<file path="src/rtl/picoaes_pkg.sv">
// rtl/picoaes_pkg.sv - shared register map, constants and types for the picoaes job master
//
// Purpose: register offsets of the picoaes slave, CTRL command words, STATUS done bit,
//          the job-master state enum, the write-data source select and a 128-bit word picker.
// Ports:   none (package).
package picoaes_pkg;

  // Register byte offsets inside the picoaes slave (word i of a 128-bit value sits
  // at the base offset minus 4*i, so word 0 is at the highest address of its group).
  localparam logic [7:0] REG_CTRL   = 8'h00;
  localparam logic [7:0] REG_KEY0   = 8'h10;
  localparam logic [7:0] REG_PT0    = 8'h20;
  localparam logic [7:0] REG_CT0    = 8'h40;
  localparam logic [7:0] REG_STATUS = 8'h44;

  localparam logic [31:0] CTRL_INIT  = 32'h0000_0006;
  localparam logic [31:0] CTRL_START = 32'h0000_0004;

  localparam int STATUS_DONE = 0;

  typedef enum logic [2:0] {
    IDLE,
    WKEY,
    WPT,
    WCTRL,
    POLL,
    RCT,
    RESP
  } state_t;

  // Where the write data of a beat comes from.
  typedef enum logic [2:0] {
    SEL_NONE,
    SEL_KEY,
    SEL_PT,
    SEL_INIT,
    SEL_START
  } wsel_t;

  function automatic logic [31:0] word_sel(input logic [127:0] v, input logic [1:0] i);
    logic [31:0] w;
    case (i)
      2'd0:    w = v[31:0];
      2'd1:    w = v[63:32];
      2'd2:    w = v[95:64];
      default: w = v[127:96];
    endcase
    return w;
  endfunction

endpackage

</file>
<file path="src/rtl/picoaes_step_rom.sv">
// rtl/picoaes_step_rom.sv - combinational beat table: (state, beat index) -> (wen, addr, wdata select)
//
// Purpose: describes every bus beat of a job so the master only has to walk (state, idx).
// Ports:
//   st    in  state_t     sequencer state the beat belongs to
//   idx   in  2           beat index within the state (0..3)
//   wen   out 1           1 = write beat, 0 = read beat
//   addr  out ADDR_W      byte address of the beat
//   wsel  out wsel_t      source of the write data
module picoaes_step_rom
  import picoaes_pkg::*;
#(
  parameter int ADDR_W = 24
) (
  input  state_t            st,
  input  logic [1:0]        idx,
  output logic              wen,
  output logic [ADDR_W-1:0] addr,
  output wsel_t             wsel
);

  logic [7:0] off;
  logic [7:0] step;

  always_comb begin
    step = {4'd0, idx, 2'b00};
    wen  = 1'b0;
    off  = 8'h00;
    wsel = SEL_NONE;
    case (st)
      WKEY: begin
        wen  = 1'b1;
        off  = REG_KEY0 - step;
        wsel = SEL_KEY;
      end
      WPT: begin
        wen  = 1'b1;
        off  = REG_PT0 - step;
        wsel = SEL_PT;
      end
      WCTRL: begin
        // Two INIT writes followed by two START writes.
        wen  = 1'b1;
        off  = REG_CTRL;
        wsel = idx[1] ? SEL_START : SEL_INIT;
      end
      POLL: begin
        off = REG_STATUS;
      end
      RCT: begin
        off = REG_CT0 - step;
      end
      default: begin
      end
    endcase
  end

  assign addr = ADDR_W'(off);

endmodule

</file>
<file path="src/rtl/picoaes_job_master.sv">
// rtl/picoaes_job_master.sv - bus initiator running one picoaes encryption job end to end
//
// Purpose: accepts a (key, plaintext) job, writes key/PT and CTRL, polls STATUS, reads the
//          ciphertext back and returns it; a STATUS poll timeout returns res_err=1, res_ct=0.
// Build option: KEY_CACHE_EN - skip the key writes when the job key matches the last key written.
// Ports:
//   clk, resetn                       clock, synchronous active-low reset
//   job_valid/job_ready/job_key/job_pt  job input handshake and payload
//   res_valid/res_ready/res_ct/res_err  result output handshake and payload
//   m_valid/m_wen/m_addr/m_wdata      registered bus request (held until m_ready)
//   m_rdata/m_ready                   bus read data and beat completion
module picoaes_job_master
  import picoaes_pkg::*;
#(
  parameter int POLL_MAX = 255,
  parameter int ADDR_W   = 24
) (
  input  logic              clk,
  input  logic              resetn,
  input  logic              job_valid,
  output logic              job_ready,
  input  logic [127:0]      job_key,
  input  logic [127:0]      job_pt,
  output logic              res_valid,
  input  logic              res_ready,
  output logic [127:0]      res_ct,
  output logic              res_err,
  output logic              m_valid,
  output logic              m_wen,
  output logic [ADDR_W-1:0] m_addr,
  output logic [31:0]       m_wdata,
  input  logic [31:0]       m_rdata,
  input  logic              m_ready
);

  state_t            state, state_n;
  logic [1:0]        idx, idx_n;
  logic [7:0]        poll_cnt;
  logic [127:0]      key_q, pt_q;
  logic              beat_done;
  logic              accept, issue, timeout, done_ok;
  logic              poll_limit;
  logic              cache_hit;
  logic [127:0]      key_src, pt_src;
  logic              rom_wen;
  logic [ADDR_W-1:0] rom_addr;
  wsel_t             rom_wsel;
  logic [31:0]       wdata_n;

  assign beat_done = m_valid && m_ready;
  assign job_ready = (state == IDLE);
  assign res_valid = (state == RESP);

  // poll_cnt counts completed STATUS reads; the read completing now is number poll_cnt+1.
  assign poll_limit = (POLL_MAX != 0) && ((int'(poll_cnt) + 1) >= POLL_MAX);

`ifdef KEY_CACHE_EN
  logic cache_valid;
  assign cache_hit = cache_valid && (job_key == key_q);

  always_ff @(posedge clk) begin
    if (!resetn) begin
      cache_valid <= 1'b0;
    end else if (timeout) begin
      cache_valid <= 1'b0;
    end else if (done_ok) begin
      cache_valid <= 1'b1;
    end
  end
`else
  assign cache_hit = 1'b0;
`endif

  always_comb begin
    state_n = state;
    idx_n   = idx;
    accept  = 1'b0;
    issue   = 1'b0;
    timeout = 1'b0;
    done_ok = 1'b0;
    case (state)
      IDLE: begin
        if (job_valid) begin
          accept  = 1'b1;
          issue   = 1'b1;
          idx_n   = 2'd0;
          state_n = cache_hit ? WPT : WKEY;
        end
      end
      WKEY, WPT, WCTRL: begin
        if (beat_done) begin
          issue = 1'b1;
          if (idx == 2'd3) begin
            idx_n = 2'd0;
            case (state)
              WKEY:    state_n = WPT;
              WPT:     state_n = WCTRL;
              default: state_n = POLL;
            endcase
          end else begin
            idx_n = idx + 2'd1;
          end
        end
      end
      POLL: begin
        if (beat_done) begin
          if (m_rdata[STATUS_DONE]) begin
            state_n = RCT;
            idx_n   = 2'd0;
            issue   = 1'b1;
          end else if (poll_limit) begin
            state_n = RESP;
            timeout = 1'b1;
          end else begin
            issue = 1'b1;  // same (POLL, 0) beat again
          end
        end
      end
      RCT: begin
        if (beat_done) begin
          if (idx == 2'd3) begin
            state_n = RESP;
            done_ok = 1'b1;
          end else begin
            idx_n = idx + 2'd1;
            issue = 1'b1;
          end
        end
      end
      RESP: begin
        if (res_ready) begin
          state_n = IDLE;
        end
      end
      default: begin
        state_n = IDLE;
      end
    endcase
  end

  // The beat issued at acceptance must use the incoming job, not the stale captured one.
  assign key_src = accept ? job_key : key_q;
  assign pt_src  = accept ? job_pt  : pt_q;

  picoaes_step_rom #(
    .ADDR_W(ADDR_W)
  ) u_step_rom (
    .st   (state_n),
    .idx  (idx_n),
    .wen  (rom_wen),
    .addr (rom_addr),
    .wsel (rom_wsel)
  );

  always_comb begin
    wdata_n = 32'h0;
    case (rom_wsel)
      SEL_KEY:   wdata_n = word_sel(key_src, idx_n);
      SEL_PT:    wdata_n = word_sel(pt_src, idx_n);
      SEL_INIT:  wdata_n = CTRL_INIT;
      SEL_START: wdata_n = CTRL_START;
      default:   wdata_n = 32'h0;
    endcase
  end

  always_ff @(posedge clk) begin
    if (!resetn) begin
      state    <= IDLE;
      idx      <= 2'd0;
      poll_cnt <= 8'd0;
      key_q    <= '0;
      pt_q     <= '0;
      m_valid  <= 1'b0;
      m_wen    <= 1'b0;
      m_addr   <= '0;
      m_wdata  <= 32'h0;
      res_ct   <= '0;
      res_err  <= 1'b0;
    end else begin
      state <= state_n;
      idx   <= idx_n;

      if (accept) begin
        key_q    <= job_key;
        pt_q     <= job_pt;
        poll_cnt <= 8'd0;
        res_ct   <= '0;
        res_err  <= 1'b0;
      end else if (state == POLL && beat_done && poll_cnt != 8'hFF) begin
        poll_cnt <= poll_cnt + 8'd1;
      end

      if (issue) begin
        m_valid <= 1'b1;
        m_wen   <= rom_wen;
        m_addr  <= rom_addr;
        m_wdata <= wdata_n;
      end else if (beat_done) begin
        m_valid <= 1'b0;
        m_wen   <= 1'b0;
        m_addr  <= '0;
        m_wdata <= 32'h0;
      end

      if (state == RCT && beat_done) begin
        res_ct[{idx, 5'b00000} +: 32] <= m_rdata;
      end

      if (timeout) begin
        res_err <= 1'b1;
        res_ct  <= '0;
      end
    end
  end

endmodule

</file>
<file path="config.mk">
export PLATFORM = sky130hd
export DESIGN_NAME = picoaes_job_master
export DESIGN_NICKNAME = d
export VERILOG_FILES = /design/src/rtl/picoaes_pkg.sv /design/src/rtl/picoaes_step_rom.sv /design/src/rtl/picoaes_job_master.sv
export SDC_FILE = /design/constraint.sdc
export NUM_CORES = 1
export LEC_CHECK = 0
export BUFFER_PORTS_ARGS = -buffer_cell sky130_fd_sc_hd__buf_2
export CAP_MARGIN = 5
export CORE_MARGIN = 4
export CORE_UTILIZATION = 49
export DETAILED_ROUTE_END_ITERATION = 10
export GPL_ROUTABILITY_DRIVEN = 0
export PLACE_DENSITY = 0.83
export SYNTH_ARGS = -nofsm -noshare
export SYNTH_HDL_FRONTEND = slang
export SYNTH_HIERARCHICAL = 1
export SYNTH_SLANG_ARGS = --single-unit
</file>
<file path="constraint.sdc">
create_clock -name clk -period 3.4 [get_ports clk]
set_input_delay 0.68 -clock clk [delete_from_list [all_inputs] [get_ports clk]]
set_output_delay 0.68 -clock clk [all_outputs]
set_load 0.05 [all_outputs]
</file>
## Word-level counts from Yosys, hierarchy flattened

Cells that the tools add are included.

- Equality and inequality tests: 19
- Shift-type cells: 2
- $add $sub $neg: 7
- Muxes and demuxes: 54
- Reductions and logical operators: 12
- Bitwise gates (word level): 1
- Order comparisons: 1

Operator list:

| operator | count |
|---|---|
| $mux W128 | 5 |
| $pmux W32 S3 | 2 |
| $bwmux W128 | 1 |
| $pmux W32 S4 | 1 |
| $shift A32 B9 Y128 const A | 1 |
| $shiftx A32 B9 Y128 | 1 |
| $mux W32 | 2 |
| $pmux W8 S4 | 1 |
| $mux W3 | 10 |
| $eq A3 B2 Y1 const B | 6 |
| $eq A3 B3 Y1 const B | 6 |
| $mux W1 | 18 |
| $mux W8 | 2 |
| $pmux W3 S5 | 1 |
| $mux W2 | 7 |
| $add A8 B1 Y9 const B | 1 |
| $eq A3 B1 Y1 const B | 3 |
| $ge A9 B8 Y1 const B | 1 |
| $neg A7 Y9 | 1 |
| $pmux W3 S3 | 1 |
| $add A8 B1 Y8 const B | 1 |
| $ne A8 B8 Y1 const B | 1 |
| $pmux W2 S4 | 1 |
| $sub A7 B4 Y8 const A | 1 |
| other kinds (14) | 21 |

- Word-level logic and storage cells: 107
- Input bits: 293
- Bits in registers: 440
- Output and inout bits: 189

## Logic depth before layout (Yosys ltp)

- Word-level depth: 11
- Depth in mapped cells: 19
- Gate-level depth less buffers: 16

## Modules after synthesis

Netlist, hierarchy kept.

Modules (own cells, without submodules):

| module | cells an instance | times used | area an instance (um^2) | seq. area each (um^2) |
|---|---|---|---|---|
| picoaes_job_master | 2,440 | 1 | 19,920.4 | 9,128.8 |
| picoaes_step_rom | 46 | 1 | 312.8 | 0.0 |

## Worst setup path before layout

No wires, ideal clock.

- Path type: input -> register
- Start: input port job_valid
- End: register m_wdata[11]
- Library setup time: 0.079 ns
- Path slack: -0.309 ns
- Arrival: 3.630 ns
- Stages: 17
- Buffers on the path: 7
- Data required time: 3.321 ns
- Cells stage by stage: or4b_1 -> buf_2 -> o2111a_1 -> nor2_4 -> inv_2 -> buf_6 -> buf_6 -> buf_2 -> a21oi_1 -> or3b_2 -> clkbuf_1 -> nor2_4 -> o211ai_1 -> buf_2 -> buf_6 -> nand2b_1 -> o211ai_1

- Word-level cells in the longest chain between the ends: 7
- Elaborated cells on any way between the ends: 26
- Those cells by class: eq/ne: 9; mux: 15; reduce/logical: 2

Ends and longest elaborated chain:

| item | line | source |
|---|---|---|
| start, declared | picoaes_job_master.sv:20 | `input logic job_valid,` |
| $mux W2 (*) | picoaes_job_master.sv:83 | `if (job_valid) begin` |
| $pmux W2 S4 (*) | picoaes_job_master.sv:81 | `case (state)` |
| via idx_n[1] | picoaes_job_master.sv:37 | `logic [1:0] idx, idx_n;` |
| $mux W3 (*) | picoaes_step_rom.sv:45 | `wsel = idx[1] ? SEL_START : SEL_INIT;` |
| $pmux W3 S3 (*) | picoaes_step_rom.sv:30 | `case (st)` |
| via rom_wsel[1] | picoaes_job_master.sv:47 | `wsel_t rom_wsel;` |
| $eq A3 B3 Y1, or another cell as far along | picoaes_job_master.sv:157 | `case (rom_wsel)` |
| $pmux W32 S4 (*) | picoaes_job_master.sv:157 |  |
| $mux W32 (*) | picoaes_job_master.sv:193 | `if (issue) begin` |
| end signal, assigned | picoaes_job_master.sv:197 | `m_wdata <= wdata_n;` |
| end, declared | picoaes_job_master.sv:31 | `output logic [31:0] m_wdata,` |

The timed path passes the listed nets; every way through them passes the cells marked *.
A chain may end at the register's enable or synchronous reset.

## Worst setup path in the final report

- Start: register poll_cnt[0]
- End: register m_wdata[11]

- Word-level cells in the longest chain between the ends: 11
- Elaborated cells on any way between the ends: 21
- Those cells by class: add/sub: 1; order compare: 1; eq/ne: 7; mux: 11; reduce/logical: 1

Ends and longest elaborated chain:

| item | line | source |
|---|---|---|
| start, declared | picoaes_job_master.sv:38 | `logic [7:0] poll_cnt;` |
| start signal, assigned | picoaes_job_master.sv:190 | `poll_cnt <= poll_cnt + 8'd1;` |
| $add A8 B1 Y9 (*) | picoaes_job_master.sv:55 | `assign poll_limit = (POLL_MAX != 0) && ((int'(poll_cnt) + 1) >= POLL_MAX);` |
| $ge A9 B8 Y1 (*) | picoaes_job_master.sv:55 |  |
| $mux W3 (*) | picoaes_job_master.sv:111 | `end else if (poll_limit) begin` |
| $mux W3 (*) | picoaes_job_master.sv:107 | `if (m_rdata[STATUS_DONE]) begin` |
| $mux W3 (*) | picoaes_job_master.sv:106 | `if (beat_done) begin` |
| $pmux W3 S5 (*) | picoaes_job_master.sv:81 |  |
| via state_n[1] | picoaes_job_master.sv:36 | `state_t state, state_n;` |
| $eq A3 B2 Y1 or $eq A3 B1 Y1 (tied branches) | picoaes_step_rom.sv:30 |  |
| $pmux W3 S3 (*) | picoaes_step_rom.sv:30 |  |
| via rom_wsel[1] | picoaes_job_master.sv:47 |  |
| $eq A3 B3 Y1, or another cell as far along | picoaes_job_master.sv:157 |  |
| $pmux W32 S4 (*) | picoaes_job_master.sv:157 |  |
| $mux W32 (*) | picoaes_job_master.sv:193 |  |

Marked as above.

==> results.yml <==
worst_hold_path:
  min_delay_path_depth: 3
  min_to: "pt_q[91]"
  hold_class: "in -> reg"
  holdCritStartpoint: "job_pt[91]"
timing:
  worstMarginPinSlew_ns: 1.32
  setup_viol_count_final: 4
  finalSetupTns_ns: -0.0475
  min_period_ns: 3.42
  setup_ws_ns: -0.0240
  relSlewSlack: 0.123
  rsz0062_at_grt: "true"
  clock_skew_ns: 0.0134
  maxSlewViolCount: 0
  fmax_mhz: 292
  finalHoldViolations: 0
  fin_crit_sh: 1.01
synth:
  ys.flop_type: "dfxtp_1"
  ys_seq_elements: 456
  ys_seq_area_frac: 0.451
  ys_async_sr_fraction: 0
  yosysWarnings: 6
  synth_area_leader_cell: "dfxtp_1"
  yosys.area.top_type_share: 0.451
  synth_edf_count: 0
  netlist_top_cells_area: "dfxtp_1 45%, nand2_1 12%, a21boi_0 8.0%"
  synth_area_per_cell_sq_um: 8.14
  synthCells: 2486
  yosysUniqueCellTypes: 60
  netlist_area_sq_um: 20200
global_routing:
  antenna_found_initial: 10
  grt_pass1_vias: 18900
  globalRouteOverflowTotal: 0
  grt_max_degree: 235
  grt_pass1_wl_um: 104000
  grtUsageTotal: 0.293
routing:
  dr.first_iter.drc_count: 2441
  dr_wl_met2_um: 35300
  wl_met1_um: 24800
  vias: 20000
  drcViolationCount: 0
  top_layer: "met4"
  avgRoutedWirePerCell_um: 20.5
  viasPerCell: 5.78
  wirelength_um: 70800
  met3_length_um: 6320
  ant_nets: 0
  dr.pass1.iters: 7
worst_setup_path:
  crit_path_end_kind: "register"
  r2r_setup_slack_ns: -0.02
  r2r_cells: 14
  worstReg2RegEnd: "m_wdata[11]"
  worst_ep_required_time_ns: 3.90
  cp_data_arrival_time_ns: 3.92
  worstSetupStartpointType: "register"
  reg2reg_from: "poll_cnt[0]"
  worst-setup-path-type: "reg -> reg"
  path_max_fanout: 7
die:
  ios: 482
  initial_core_util: 0.496
  coreArea_sq_um: 40800
  std_cell_rows: 74
  die-width_um: 211
  die_h_um: 211
  die_area_sq_um: 44600
status:
  run_status: "finished, violations left"
  violations: "setup timing"
placed_design:
  place_hpwl_um: 48900
  place_ws_ns: -0.297
  numPortBuffers: 481
  placed_cells: 3344
power:
  power_mw: 12.2
  power.leakage_nw: 10.5
  vdd_drop_max_uv: 353
  powerDensity_nw_per_um2: 484
clock_tree:
  cts_made_buffers: 48
  root_buffer: "clkbuf_16"
  cts_tree: "yes"
  h-tree-depth: 2
  clkLatencyLatePin_ns: 0.58
  cts.clk_slew.worst_paths_ns: 0.07
  clkSinkCount: 456
  clockBufferDepth: 3
final_layout:
  drive_above_1_share: 0.242
  final_net_count: 3185
  stdcell_count: 3456
  fill_cells: 3423
  final-seq-area_sq_um: 9130
  multi_input_area_sq_um: 10400
  area_delta_synth_final_pct: 24.0
  final_cell_mix: "656 x nand2_1, 480 x buf_2, 454 x dfxtp_1"
  final_common_cell: "nand2_1"
run:
  maxCapViolCount: 0
## metal layers
| layer | global-route usage | vias up |
|---|---|---|
| met5 | 0 | - |
| li1 | - | 9274 |
| met2 | 0.512 | 1089 |
| met4 | 0.167 | 0 |
| met3 | 0.0509 | 219 |
| met1 | 0.338 | 9390 |
## what timing repair did
item	CTS	global route
hold buffers	0	0
cloned	1	3
endpoints found under the setup margin	30	35
resized for setup	5	50
setup buffers	8	9
pin swaps	1	22
## cell families (layout without fill, tap and decap cells)
| group | Yosys count | in the layout | share of synthesized area |
|---|---|---|---|
| simple gates | 1064 | 1065 | 0.233 |
| other cells | 1 | 30 | 0.000185 |
| fa+ha+maj | 10 | 10 | 0.00618 |
| mux | 99 | 99 | 0.0490 |
| flops | 456 | 456 | 0.451 |
| buf+inv | 244 | 652 | 0.0550 |
| compound gates | 605 | 605 | 0.203 |
| xor+xnor | 7 | 7 | 0.00303 |
## synth_stat cells, types with 3 or more instances
| master | number |
|---|---|
| nor3b_1 | 30 |
| inv_1 | 8 |
| mux2i_1 | 99 |
| o211ai_1 | 31 |
| or3_1 | 3 |
| a31oi_1 | 5 |
| o31ai_1 | 3 |
| and2_1 | 10 |
| a21boi_0 | 216 |
| o221ai_1 | 5 |
| nand2_1 | 658 |
| dfxtp_1 | 456 |
| buf_4 | 25 |
| nand3_1 | 202 |
| and3_1 | 3 |
| o22ai_1 | 29 |
| nor2b_1 | 39 |
| o21a_1 | 3 |
| ha_1 | 10 |
| o211a_1 | 32 |
| a22oi_1 | 32 |
| or3b_2 | 3 |
| xor2_1 | 4 |
| nand2b_1 | 35 |
| xnor2_1 | 3 |
| o21ai_0 | 36 |
| or2_2 | 3 |
| nor3_1 | 6 |
| nand3b_1 | 4 |
| o21ai_1 | 3 |
| nor2_4 | 3 |
| a21oi_1 | 163 |
| buf_2 | 40 |
| a211oi_1 | 34 |
| buf_6 | 7 |
| buf_1 | 8 |
| clkbuf_1 | 154 |
| nor2_1 | 55 |
## layout make-up
class                   instances  area share
multi-input cells            1805       0.416
repair buffers                561       0.130
inverters                      10     0.00170
clock inverters                13     0.00519
diodes                         11     0.00110
clock buffers                  68      0.0553
well taps                     532      0.0265
flip-flops and latches        456       0.364
## metrics by stage
step,hold slack [ns],util,area [sq um]
floorplan,0.440,-,20300
detailed placement,0.439,0.564,23000
finish,0.347,0.615,25100
global route,0.339,0.614,25100
CTS,0.320,0.603,24600
global placement,0.436,0.564,23000
## state kept, by name, summed over array words and instances, names as in the netlist, 2 cells and up
name and count:
m_addr 24, pt_q 128, poll_cnt 8, m_wdata 32, state 3, idx 2, key_q 128, res_ct 128
## power breakdown
| part | leakage [nW] | switching [mW] | total [mW] | internal, mW |
|---|---|---|---|---|
| Combinational | 6.05 | 0.854 | 1.33 | 0.478 |
| Sequential | 3.72 | 0.116 | 5.67 | 5.55 |
| Clock | 0.742 | 2.17 | 5.15 | 2.98 |
## critical path, stage by stage, from the launching register on
cell and delay [ns]:
dfxtp_4 0.37, ha_2 0.22, or3b_4 0.40, nor2_1 0.09, nor2_1 0.06, or3_4 0.38, o211ai_1 0.15, nand2b_1 0.24
a21oi_4 0.19, or3b_4 0.44, nand2b_4 0.23, clkbuf_16 0.21, o22ai_2 0.13, a211oi_2 0.06, o211ai_1 0.16
## worst max-delay path by stage
stage	from	endpoint	cells past startpoint
2_1_floorplan	idx[0]	m_wdata[10]	18
3_3_place_gp	job_valid	m_wdata[19]	12
3_5_place_dp	m_ready	m_wdata[20]	13
4_1_cts	poll_cnt[0]	m_wdata[13]	15
5_1_grt	poll_cnt[0]	m_wdata[11]	16
6_report	poll_cnt[0]	m_wdata[11]	14
No activity file was read; power rests on OpenSTA's default activity.
